==> src/rtl/rob_pkg.sv <==
// Shared types for the reorder buffer: CDB broadcast packet, ROB entry layout, and default depth.
package rob_pkg;
  localparam int XLEN       = 32;
  localparam int ROB_SZ_DEF = 8;
  // CDB tag is sized for the default depth; a deeper ROB needs this widened too
  localparam int CDB_TAG_W  = $clog2(ROB_SZ_DEF);
  localparam logic [4:0] ZERO_REG = 5'd0;

  typedef struct packed {
    logic                 valid;
    logic [CDB_TAG_W-1:0] Tag;
    logic [XLEN-1:0]      Value;
    logic                 take_branch;
  } CDB_PACKET;

  typedef struct packed {
    logic            valid;
    logic            done;
    logic            take_branch;
    logic [4:0]      dest_reg_idx;
    logic [XLEN-1:0] PC;
    logic [XLEN-1:0] Value;
  } ROB_ENTRY;
endpackage

==> src/rtl/rob.sv <==
// In-order-retire reorder buffer: dispatch at tail, CDB completion by tag, retire from head.
// Retire is combinational from registered state (CDB-to-retire takes 1 cycle); dp_ready drops only when full.
module rob
  import rob_pkg::*;
#(
  parameter int ROB_SZ = ROB_SZ_DEF,
  parameter int TAG_W  = $clog2(ROB_SZ)
) (
  input  logic             clock,
  input  logic             reset,
  input  logic             dp_valid,
  input  logic [4:0]       dp_dest_reg_idx,
  input  logic [XLEN-1:0]  dp_PC,
  output logic             dp_ready,
  output logic [TAG_W-1:0] dp_tag,
  input  CDB_PACKET        cdb_packet,
  output logic             rt_valid,
  output logic             rt_regfile_en,
  output logic [4:0]       rt_regfile_idx,
  output logic [XLEN-1:0]  rt_regfile_data,
  output logic [XLEN-1:0]  rt_PC,
  output logic             squash
);

  localparam logic [TAG_W:0] LP_FULL = (TAG_W+1)'(ROB_SZ);

  ROB_ENTRY         r_ent [ROB_SZ];
  logic [TAG_W-1:0] r_head;
  logic [TAG_W-1:0] r_tail;
  logic [TAG_W:0]   r_count;

  logic             w_rt_valid;
  logic             w_squash;
  logic             w_dp_fire;
  logic [TAG_W-1:0] w_cdb_tag;
  ROB_ENTRY         w_head_ent;

  assign w_head_ent = r_ent[r_head];
  assign w_rt_valid = w_head_ent.valid && w_head_ent.done;
  assign w_squash   = w_rt_valid && w_head_ent.take_branch;
  assign dp_ready   = (r_count != LP_FULL);
  assign dp_tag     = r_tail;
  assign w_dp_fire  = dp_valid && dp_ready;
  assign w_cdb_tag  = cdb_packet.Tag[TAG_W-1:0];

  always_comb begin
    rt_valid        = w_rt_valid;
    squash          = w_squash;
    rt_regfile_en   = 1'b0;
    rt_regfile_idx  = '0;
    rt_regfile_data = '0;
    rt_PC           = '0;
    if (w_rt_valid) begin
      rt_regfile_en   = (w_head_ent.dest_reg_idx != ZERO_REG);
      rt_regfile_idx  = w_head_ent.dest_reg_idx;
      rt_regfile_data = w_head_ent.Value;
      rt_PC           = w_head_ent.PC;
    end
  end

  always_ff @(posedge clock) begin
    if (!reset) begin
      for (int i = 0; i < ROB_SZ; i++) r_ent[i] <= '0;
      r_head  <= '0;
      r_tail  <= '0;
      r_count <= '0;
    end else if (w_squash) begin
      // Taken branch at retire: everything younger is wrong-path, including this cycle's dispatch/CDB
      for (int i = 0; i < ROB_SZ; i++) begin
        r_ent[i].valid <= 1'b0;
        r_ent[i].done  <= 1'b0;
      end
      r_head  <= '0;
      r_tail  <= '0;
      r_count <= '0;
    end else begin
      if (cdb_packet.valid && r_ent[w_cdb_tag].valid) begin
        r_ent[w_cdb_tag].done        <= 1'b1;
        r_ent[w_cdb_tag].Value       <= cdb_packet.Value;
        r_ent[w_cdb_tag].take_branch <= cdb_packet.take_branch;
      end
      // Retire invalidation is ordered after the CDB write so a late CDB cannot revive the head
      if (w_rt_valid) begin
        r_ent[r_head].valid <= 1'b0;
        r_ent[r_head].done  <= 1'b0;
        r_head              <= r_head + 1'b1;
      end
      if (w_dp_fire) begin
        r_ent[r_tail] <= '{valid: 1'b1, done: 1'b0, take_branch: 1'b0,
                           dest_reg_idx: dp_dest_reg_idx, PC: dp_PC, Value: '0};
        r_tail        <= r_tail + 1'b1;
      end
      unique case ({w_dp_fire, w_rt_valid})
        2'b10:   r_count <= r_count + 1'b1;
        2'b01:   r_count <= r_count - 1'b1;
        default: r_count <= r_count;
      endcase
    end
  end

endmodule

==> config.mk <==
export PLATFORM = sky130hd
export DESIGN_NAME = rob
export DESIGN_NICKNAME = d
export VERILOG_FILES = /design/src/rtl/rob_pkg.sv /design/src/rtl/rob.sv
export SDC_FILE = /design/constraint.sdc
export NUM_CORES = 1
export LEC_CHECK = 0
export ABC_AREA = 1
export CORE_MARGIN = 1.5
export CORE_UTILIZATION = 44
export CTS_CLUSTER_DIAMETER = 100
export DETAILED_ROUTE_END_ITERATION = 6
export GPL_TIMING_DRIVEN = 0
export SYNTH_ARGS = -nofsm -noshare
export SYNTH_HDL_FRONTEND = slang
export SYNTH_SLANG_ARGS = --single-unit
==> constraint.sdc <==
create_clock -name clock -period 4.77 [get_ports clock]
set_input_delay 1.1925 -clock clock [delete_from_list [all_inputs] [get_ports clock]]
set_output_delay 1.1925 -clock clock [all_outputs]
set_load 0.01 [all_outputs]
## After elaboration in Yosys (flattened, before gate mapping)

Memory sizes are Yosys's and may differ from the RTL's. A register that Yosys moved wholly into a read port is not among the register bits.
Index checks and enable logic that the tools add are counted.
W data, S select, Z words.

| storage, ports and cells | value |
|---|---|
| bits in writable memories | 576 |
| latch bits | 0 |
| input port bits | 77 |
| memories kept | 1 |
| memory bits (read-only) | 0 |
| flip-flop bits (word level) | 10 |

| operators by class | value |
|---|---|
| equal/unequal tests | 3 |
| multiplexer cells | 48 |
| div/mod/pow operators | 0 |
| shifts and indexed selects | 0 |
| magnitude comparators | 0 |
| add/subtract/negate cells | 4 |
| multipliers | 0 |
| bitwise logic cells | 17 |
| reduce and logical (&&, ||, !) cells | 10 |

Memory list:

| name | words | width | read ports | clocked after memory_dff | write ports | RTL line | text |
|---|---|---|---|---|---|---|---|
| r_ent | 8 | 72 | 2 | 1 | 8 | rob.sv:27 | `ROB_ENTRY r_ent [ROB_SZ];` |

Operator list:

| cell | count |
|---|---|
| $mux W72 | 3 |
| $reduce_or A72 Y1 | 3 |
| $mux W32 | 2 |
| $mux W1 | 33 |
| $mux W3 | 7 |
| $or A1 B1 Y1 | 16 |
| $pmux W4 S2 | 1 |
| $add A3 B1 Y3 const B | 2 |
| $mux W5 | 1 |
| $reduce_bool A5 Y1 | 1 |
| $add A4 B1 Y4 const B | 1 |
| $logic_and A1 B1 Y1 | 4 |
| $mux W4 | 1 |
| $ne A4 B4 Y1 const B | 1 |
| $sub A4 B1 Y4 const B | 1 |
| $eq A2 B1 Y1 const B | 1 |
| $eq A2 B2 Y1 const B | 1 |
| $reduce_bool A2 Y1 | 1 |
| $reduce_or A2 Y1 | 1 |
| $not A1 Y1 | 1 |

## Longest topological paths before layout

Gate-level depths: netlist of run 1.

| depth | value |
|---|---|
| depth in word-level cells | 8 |
| depth in mapped cells | 17 |

## Worst setup path before layout of run 1

Ideal clock, no wire load.

| timing | value |
|---|---|
| path kind | input-to-reg |
| start | in reset |
| end | mem r_ent[0][32] (netlist bit) (enable) |
| setup slack | 1571 ps |
| data arrival time | 2689 ps |
| required time | 4259 ps |
| path buffers | 3 |
| cell stages on the path | 4 |
| library setup time | 511 ps |
| cells stage by stage | clkbuf_1 > clkbuf_1 > clkbuf_1 > nand2_1 |

RTL lines:

| what | RTL line | text |
|---|---|---|
| from (decl) | rob.sv:10 | `input logic reset,` |
| to (decl) | rob.sv:27 |  |

==> summary.md, run 1 <==
| Metric | Value |
|---|---|
| Vias in the first global route | 25100 |
| H-tree depth | 3 |
| Clock latency on the worst-skew pair | 630 ps |
| Yosys cell types | 31 |
| Max Fclk | between 200 and 250 MHz |
| Synthesized Nets | 3213 |
| CTS max path bufs | 3 |
| Combinational Power Share | 0.056 |
| Max VDD drop | 0.2182 mV |
| GR met2 Demand/Resource | 0.5364 |
| Gate count of the mapped netlist | 3130 |
| Sequential share of power | 0.490 |
| Share of cells above drive strength 1 | 0.09269 |
| Final hold violations | 0 |
| Syn Area/Cell | 8.682 µm² |
| Total track usage | 0.3340 |
| Worst slew pin tran | 1361 ps |
| Layout Nets | 3403 |
| Met3 Track Usage GR | 0.07294 |
| Clock sinks | slightly below 600 |
| Net Sw Frac | 0.2382 |
| Final worst slack | -9.451 ps |
| Core ar. | 60700 µm² |
| Via count | 26220 |
| Top Family by Delay on Critical Path | buffers and inverters |
| Power Total | 11.17 mW |
| Inserted Clock Buffers | 66 |
| Setup Skew | 32.09 ps |
| Pre-CTS worst setup slack | -260.0 ps |
| Final period util | 1.002 |
| Largest net degree at the start of global routing | 31 |
| Initial antenna violation count | 7 |
| TNS Setup | -9.451 ps |
| Int Power | ~8.5 mW |
| Placed Cells | around 4000 |
| Die Y | 251.5 µm |
| Placement Cell Area | slightly below 30000 µm² |
| Max incr delay on CP | 600 ps |
| CP required | 3580 ps |
| Wire per inst | about 26 µm |
| RSZ-0062 raised after global routing | yes |
| Crit Path Max Fanout | 10 |
| Final Instance Area | 31780 µm² |
| Final antenna-violating net count | 0 |
| Worst Setup Path Type | reg2out |
| Drt first pass iters | 7 |
| Final core occ | 0.5236 |
| GP Congestion | 0.9629 |
| WP buf/inv | 4 |
| #FFs+latches synth | 589 |
| Die Width | roughly 250 µm |
| Root Buffer | clkbuf_16 |
| Setup crit start kind | flip-flop |
| Port bufs | 116 |
| DR iter-0 viols | 3355 |
| Clock transition at the registers of the reported paths | ~60 ps |
| Final setup viols | 1 |
| Slowest cell on the critical path | clkbuf_1 |
| Grt peak-use layer | met2 |
| TritonCTS clock tree | built |
| Sequential share of the synthesized area | 0.5429 |
| Fin crit period | roughly 4800 ps |
| Clk pwr share | 0.455 |
| Leakage power | 11.67 nW |
| Rows | 90 |
| Mapped Area | roughly 27000 µm² |
| Met1 Track Usage GR | 0.4238 |
| Worst Hold Class | reg2reg |
| Number of remaining DRC errors | 2 |
| Critical Path AT | 3590 ps |
| Status | finished with violations |
| Hpwl dp | 75080 µm |
| DRT Wirelength | 108400 µm |
| First-pass GRT wire length | 158200 µm |
| Kind of end point of the critical path | primary output |
| Yosys warns | 0 |
| Post-route insts no fill | 4150 |
| Fin Hold WS | 461.3 ps |
| CP Cell Sequence | inv_2, clkbuf_2, clkbuf_1, nand3_1, a32oi_1, a31oi_1, clkdlybuf4s50_1 |
| I/O pin total | 153 |
| Sw Pwr | 2.661 mW |
| Initial Util | 0.4477 |
| Area delta synth->final | 16.95% |
| Slew Viols, Final | 0 |
| Hold Buf Count CTS | 0 |
| Max transition margin | 0.08546 |
| Via/cell ratio | 6.318 |
| DIE AREA | 63260 µm² |
| Overflow after GRT | 0 |
| Failing checks | DRC, setup timing |
| Number of max-cap violations | 0 |
| Total power per unit cell area | 351.4 nW/µm² |
## final timing paths
check	from	slack [ps]	cells past startpoint	end
setup / recovery	flip-flop	-9	7	rt_regfile_en
hold / removal	r_count[0]	460	2	r_count[0]
setup reg to reg	flip-flop	920	12	r_ent[4][36]
hold reg to reg	r_count[0]	460	2	r_count[0]
## registers in the layout, summed over array words and instances, names as in the netlist, named ones only
| signal | flops |
|---|---|
| r_head | 3 |
| r_count | 4 |
| dp_tag | 3 |
| r_ent | 576 |
## placed cells by master, fill, tap and decap left out, types with 15 or more instances in the layout
cell,Yosys,final
a21oi_1,476,476
dfxtp_1,293,291
nand4_1,272,272
nor2_1,395,395
a211oi_2,0,15
o21ai_0,19,19
clkbuf_2,33,80
nand2_1,422,414
a32o_1,64,64
inv_1,61,61
nand3_1,313,313
clkdlybuf4s50_1,0,116
clkbuf_1,224,185
a211oi_1,65,50
a22oi_1,64,64
clkbuf_16,0,69
edfxtp_1,296,296
buf_2,70,74
## cell families (layout without fill, tap and decap cells)
| kind of cell | after synthesis | after routing | share of synthesized area |
|---|---|---|---|
| buffers and inverters | 421 | 657 | 0.06483 |
| and+or+nand+nor | 1414 | 1414 | 0.2358 |
| AOI/OAI and AO/OA | 698 | 698 | 0.1528 |
| DFF | 589 | 589 | 0.5429 |
| adders and majority gates | 6 | 6 | 0.003039 |
| other | 0 | 2 | 0 |
| xor gates and xnor gates | 2 | 2 | 0.0006447 |
## power by group through the flow
| stage | Combinational (mW) | Sequential [mW] | Clock (mW) |
|---|---|---|---|
| after floorplan | 0.329 | 5.57 | 0 |
| after global placement | 0.569 | 5.58 | 0 |
| after detailed placement | 0.601 | 5.58 | 0 |
| after CTS | 0.604 | 5.47 | 5.08 |
| after global routing | 0.649 | 5.48 | 5.29 |
| final | 0.621 | 5.47 | 5.08 |
## routing by layer
layer  routed length [µm]  vias up  share of wire
met5                   37        -        0.00034
met4                 5678        6          0.052
met3                10710      338          0.099
met2                50150     1579           0.46
met1                41790    12680           0.39
li1                     -    11620              -
## worst min-delay path, cell delays in order (launching register included)
cell	delay, ps
dfxtp_1	310
nand2_1	50
a21oi_1	60
## cells in the mapped netlist
cell type,n,share of area
nand3_2,1,0.00037
a21oi_1,476,0.088
ha_1,5,0.0023
nand2_1,422,0.058
o21ai_0,19,0.0035
buf_6,2,0.00083
nor2_1,395,0.055
buf_4,10,0.0028
inv_2,9,0.0012
nand2_2,1,0.00023
dfxtp_1,293,0.22
clkbuf_2,33,0.0061
clkinv_1,2,0.00028
nor3_1,8,0.0015
a32oi_1,1,0.00032
xnor2_1,2,0.00064
nand3_1,313,0.058
a31oi_1,1,0.00023
a211oi_1,65,0.018
nor2_2,1,0.00023
nand2_4,1,0.00041
buf_1,10,0.0014
o22ai_1,8,0.0018
edfxtp_1,296,0.33
nand4_1,272,0.063
buf_2,70,0.013
clkbuf_1,224,0.031
a32o_1,64,0.024
inv_1,61,0.0084
a22oi_1,64,0.018
fa_1,1,0.00074
## timing repair
item                       in CTS  in global routing
gates resized for setup        58                 51
setup endpoints to repair      70                 49
buffers inserted                0                  0
pin swaps                       1                  0
## final cells by class
type | instances | area [µm²]
Fill cell | 5637 | 28910
Sequential cell | 589 | 14760
Multi-Input combinational cell | 2120 | 10770
Clock buffer | 94 | 1891
Buffer | 346 | 1574
Timing Repair Buffer | 125 | 1329
Tap cell | 782 | 978.4
Inverter | 72 | 272.8
Clock inverter | 20 | 211.5
Antenna cell | 2 | 5.005
No activity file was read; power rests on OpenSTA's default activity.
==> run 2, diff against run 1 <==
--- a/config.mk
+++ b/config.mk
@@ -6,11 +6,10 @@
 export NUM_CORES = 1
 export LEC_CHECK = 0
 export ABC_AREA = 1
-export CORE_MARGIN = 1.5
+export CORE_MARGIN = 2
 export CORE_UTILIZATION = 44
 export CTS_CLUSTER_DIAMETER = 100
 export DETAILED_ROUTE_END_ITERATION = 6
-export GPL_TIMING_DRIVEN = 0
 export SYNTH_ARGS = -nofsm -noshare
 export SYNTH_HDL_FRONTEND = slang
 export SYNTH_SLANG_ARGS = --single-unit
==> run 2 against run 1 <==
  * The run now ends clean
  * Die area rose by 0.80%
  * Utilization fell by 1.3 points
  * Setup slack improved by 310 ps
  * Global-route usage fell by 6.0 points
  * Wire length fell by 18%
  * First-iteration DRC count fell by 16%
  * Via count fell by 6.8%
  * Critical endpoint is now rt_PC[30]
  * Largest cell class unchanged
==> summary.md, run 2 (same netlist as run 1, synthesis figures left out) <==
| Metric | Value |
|---|---|
| Status | finished, final reports clean |
| Post-route insts no fill | 3927 |
| Final hold violations | 0 |
| Share of cells above drive strength 1 | 0.07207 |
| Crit Path Max Fanout | 61 |
| Final period util | 0.9379 |
| Initial Util | 0.4428 |
| Wire per inst | 22.75 µm |
| Initial antenna violation count | 3 |
| Commonest non-fill, non-tap cell in the layout | a21oi_1 |
| Root Buffer | clkbuf_16 |
| First-pass GRT wire length | between 100000 and 150000 µm |
| Worst Setup Path Type | reg2out |
| Hpwl dp | between 40000 and 50000 µm |
| Critical Path AT | ~3300 ps |
| Setup crit start kind | flip-flop |
| Total track usage | 0.2743 |
| Clock latency on the worst-skew pair | slightly above 600 ps |
| DRT Wirelength | 89360 µm |
| Layout Nets | 3172 |
| Slew Viols, Final | 0 |
| Setup Skew | 20.56 ps |
| Inserted Clock Buffers | 67 |
| Final setup viols | 0 |
| CP required | ~3600 ps |
| Clock transition at the registers of the reported paths | around 60 ps |
| Via count | approximately 24000 |
| Final antenna-violating net count | 0 |
| Hold path cells | 2 |
| Clock sinks | 589 |
| R2R cell count | 11 |
| Max transition margin | 0.2402 |
| Commonest cells after routing, fill and taps aside | a21oi_1, nand2_1, nor2_1 |
| Port bufs | 152 |
| Worst Hold Launch | r_count[0] |
| Die Width | 252.5 µm |
| I/O pin total | around 150 |
| TritonCTS clock tree | built |
| Area delta synth->final | 15.22% |
| Worst slew pin tran | 1140 ps |
| Core ar. | approximately 61000 µm² |
| Die Y | 252.5 µm |
| Largest net degree at the start of global routing | 232 |
| Vias in the first global route | approximately 24000 |
| H-tree depth | 3 |
| Worst Hold Class | reg2reg |
| Wire length on met2 | 42710 µm |
| Number of max-cap violations | 0 |
| Max VDD drop | 0.2186 mV |
| Max Fclk | 223.5 MHz |
| Number of remaining DRC errors | 0 |
| CTS max path bufs | 3 |
| Rows | around 90 |
| DIE AREA | 63770 µm² |
| Post-CTS Setup Inserts | 0 |
| R2R Path End | r_ent[7][15] |
| Highest metal used | met5 |
| Total power per unit cell area | 353.2 nW/µm² |
| Via/cell ratio | slightly above 6 |
| Max FFs per register | roughly 580 |
| RSZ-0062 raised after global routing | no |
| Kind of end point of the critical path | primary output |
| Largest regs | r_ent x576, r_count x4 |
| TNS Setup | 0 ps |
| GP Congestion | 0.8249 |
| # fillers | 5649 |
| DR iter-0 viols | ~2800 |
| Placed Cells | 3810 |
| Routed length on met1 | 36730 µm |
| Overflow after GRT | 0 |
| Leakage power | 11.27 nW |
| Drt first pass iters | 6 |
| Hold Path End | r_count[0] |
| WL met3 | 6872 µm |
| Largest Register | r_ent |
| R2R setup slack | 910 ps |
| Fin crit period | 4474 ps |
[run 2: cell types whose count changed in the layout (fill, tap and decap cells not counted), moves of 8 or more]
cell             previous run  this run
buf_12                      8        16
buf_2                      74         0
a211oi_2                   15         1
clkbuf_1                  185        13
clkdlybuf4s50_1           116       151
a211oi_1                   50        64
buf_4                      11        71
clkbuf_2                   80         0
[run 2: what timing repair did]
item	in CTS	in global routing
hold buffers	0	0
resized for setup	0	1
endpoints found under the setup margin	0	1
[run 2: worst max-delay path, cell delays in order (launching register included)]
cell,delay (ps)
dfxtp_4,390
inv_8,310
nand3_1,120
nand3_1,90
nand3_1,90
nand2_1,120
inv_2,150
buf_12,220
a211oi_1,480
clkdlybuf4s50_1,630
[run 2: worst max path at each step]
stage	from	end	cells past startpoint
global route	flip-flop	rt_PC[28]	9
floorplan	reset	r_ent[0][32]	4
CTS	flip-flop	rt_regfile_data[2]	9
finish	flip-flop	rt_PC[30]	9
detailed placement	flip-flop	rt_regfile_data[2]	9
global placement	flip-flop	rt_regfile_data[2]	9
[run 2: cell type report]
class                           count  area, µm²  area share
Inverter                           72      287.8    0.009191
Antenna cell                        1      2.502  0.00007992
Multi-Input combinational cell   2120      10770      0.3440
Clock inverter                     25      217.7    0.006953
Timing Repair Buffer              239       2379     0.07596
Sequential cell                   589      14770      0.4716
Tap cell                          790      988.4     0.03157
Clock buffer                       91       1899     0.06066
[run 2: per-layer routing]
metal / track usage / vias to the layer above
li1: - / 11140
met3: 0.04470 / 208
met4: 0.1094 / 4
met1: 0.3639 / 11960
met2: 0.4481 / 1131
met5: 0 / -
[run 2: metrics by stage]
| step | utilization | total power, mW | setup WS [ps] | hold WS, ps | instance area (µm²) |
|---|---|---|---|---|---|
| 6_report | 0.5102 | 11.06 | 296.4 | 461.6 | 31310 |
| 5_1_grt | 0.5102 | 11.37 | 134.9 | 489.8 | 31310 |
| 4_1_cts | 0.5101 | 11.11 | 132.2 | 463.9 | 31300 |
| 3_5_place_dp | 0.4756 | 6.135 | 779.2 | 455.2 | 29190 |
| 3_3_place_gp | 0.4756 | 6.121 | 825.8 | 447.9 | 29190 |
| 2_1_floorplan | - | 5.899 | 1571 | 436.3 | 27180 |
[run 2: power breakdown]
part           internal [mW]  leakage, nW  total [mW]  switching (mW)
Clock                   2.91         1.04        5.02            2.12
Combinational          0.150         4.81       0.564           0.414
Sequential              5.43         5.43        5.47          0.0405
Total                   8.49         11.3        11.1            2.57
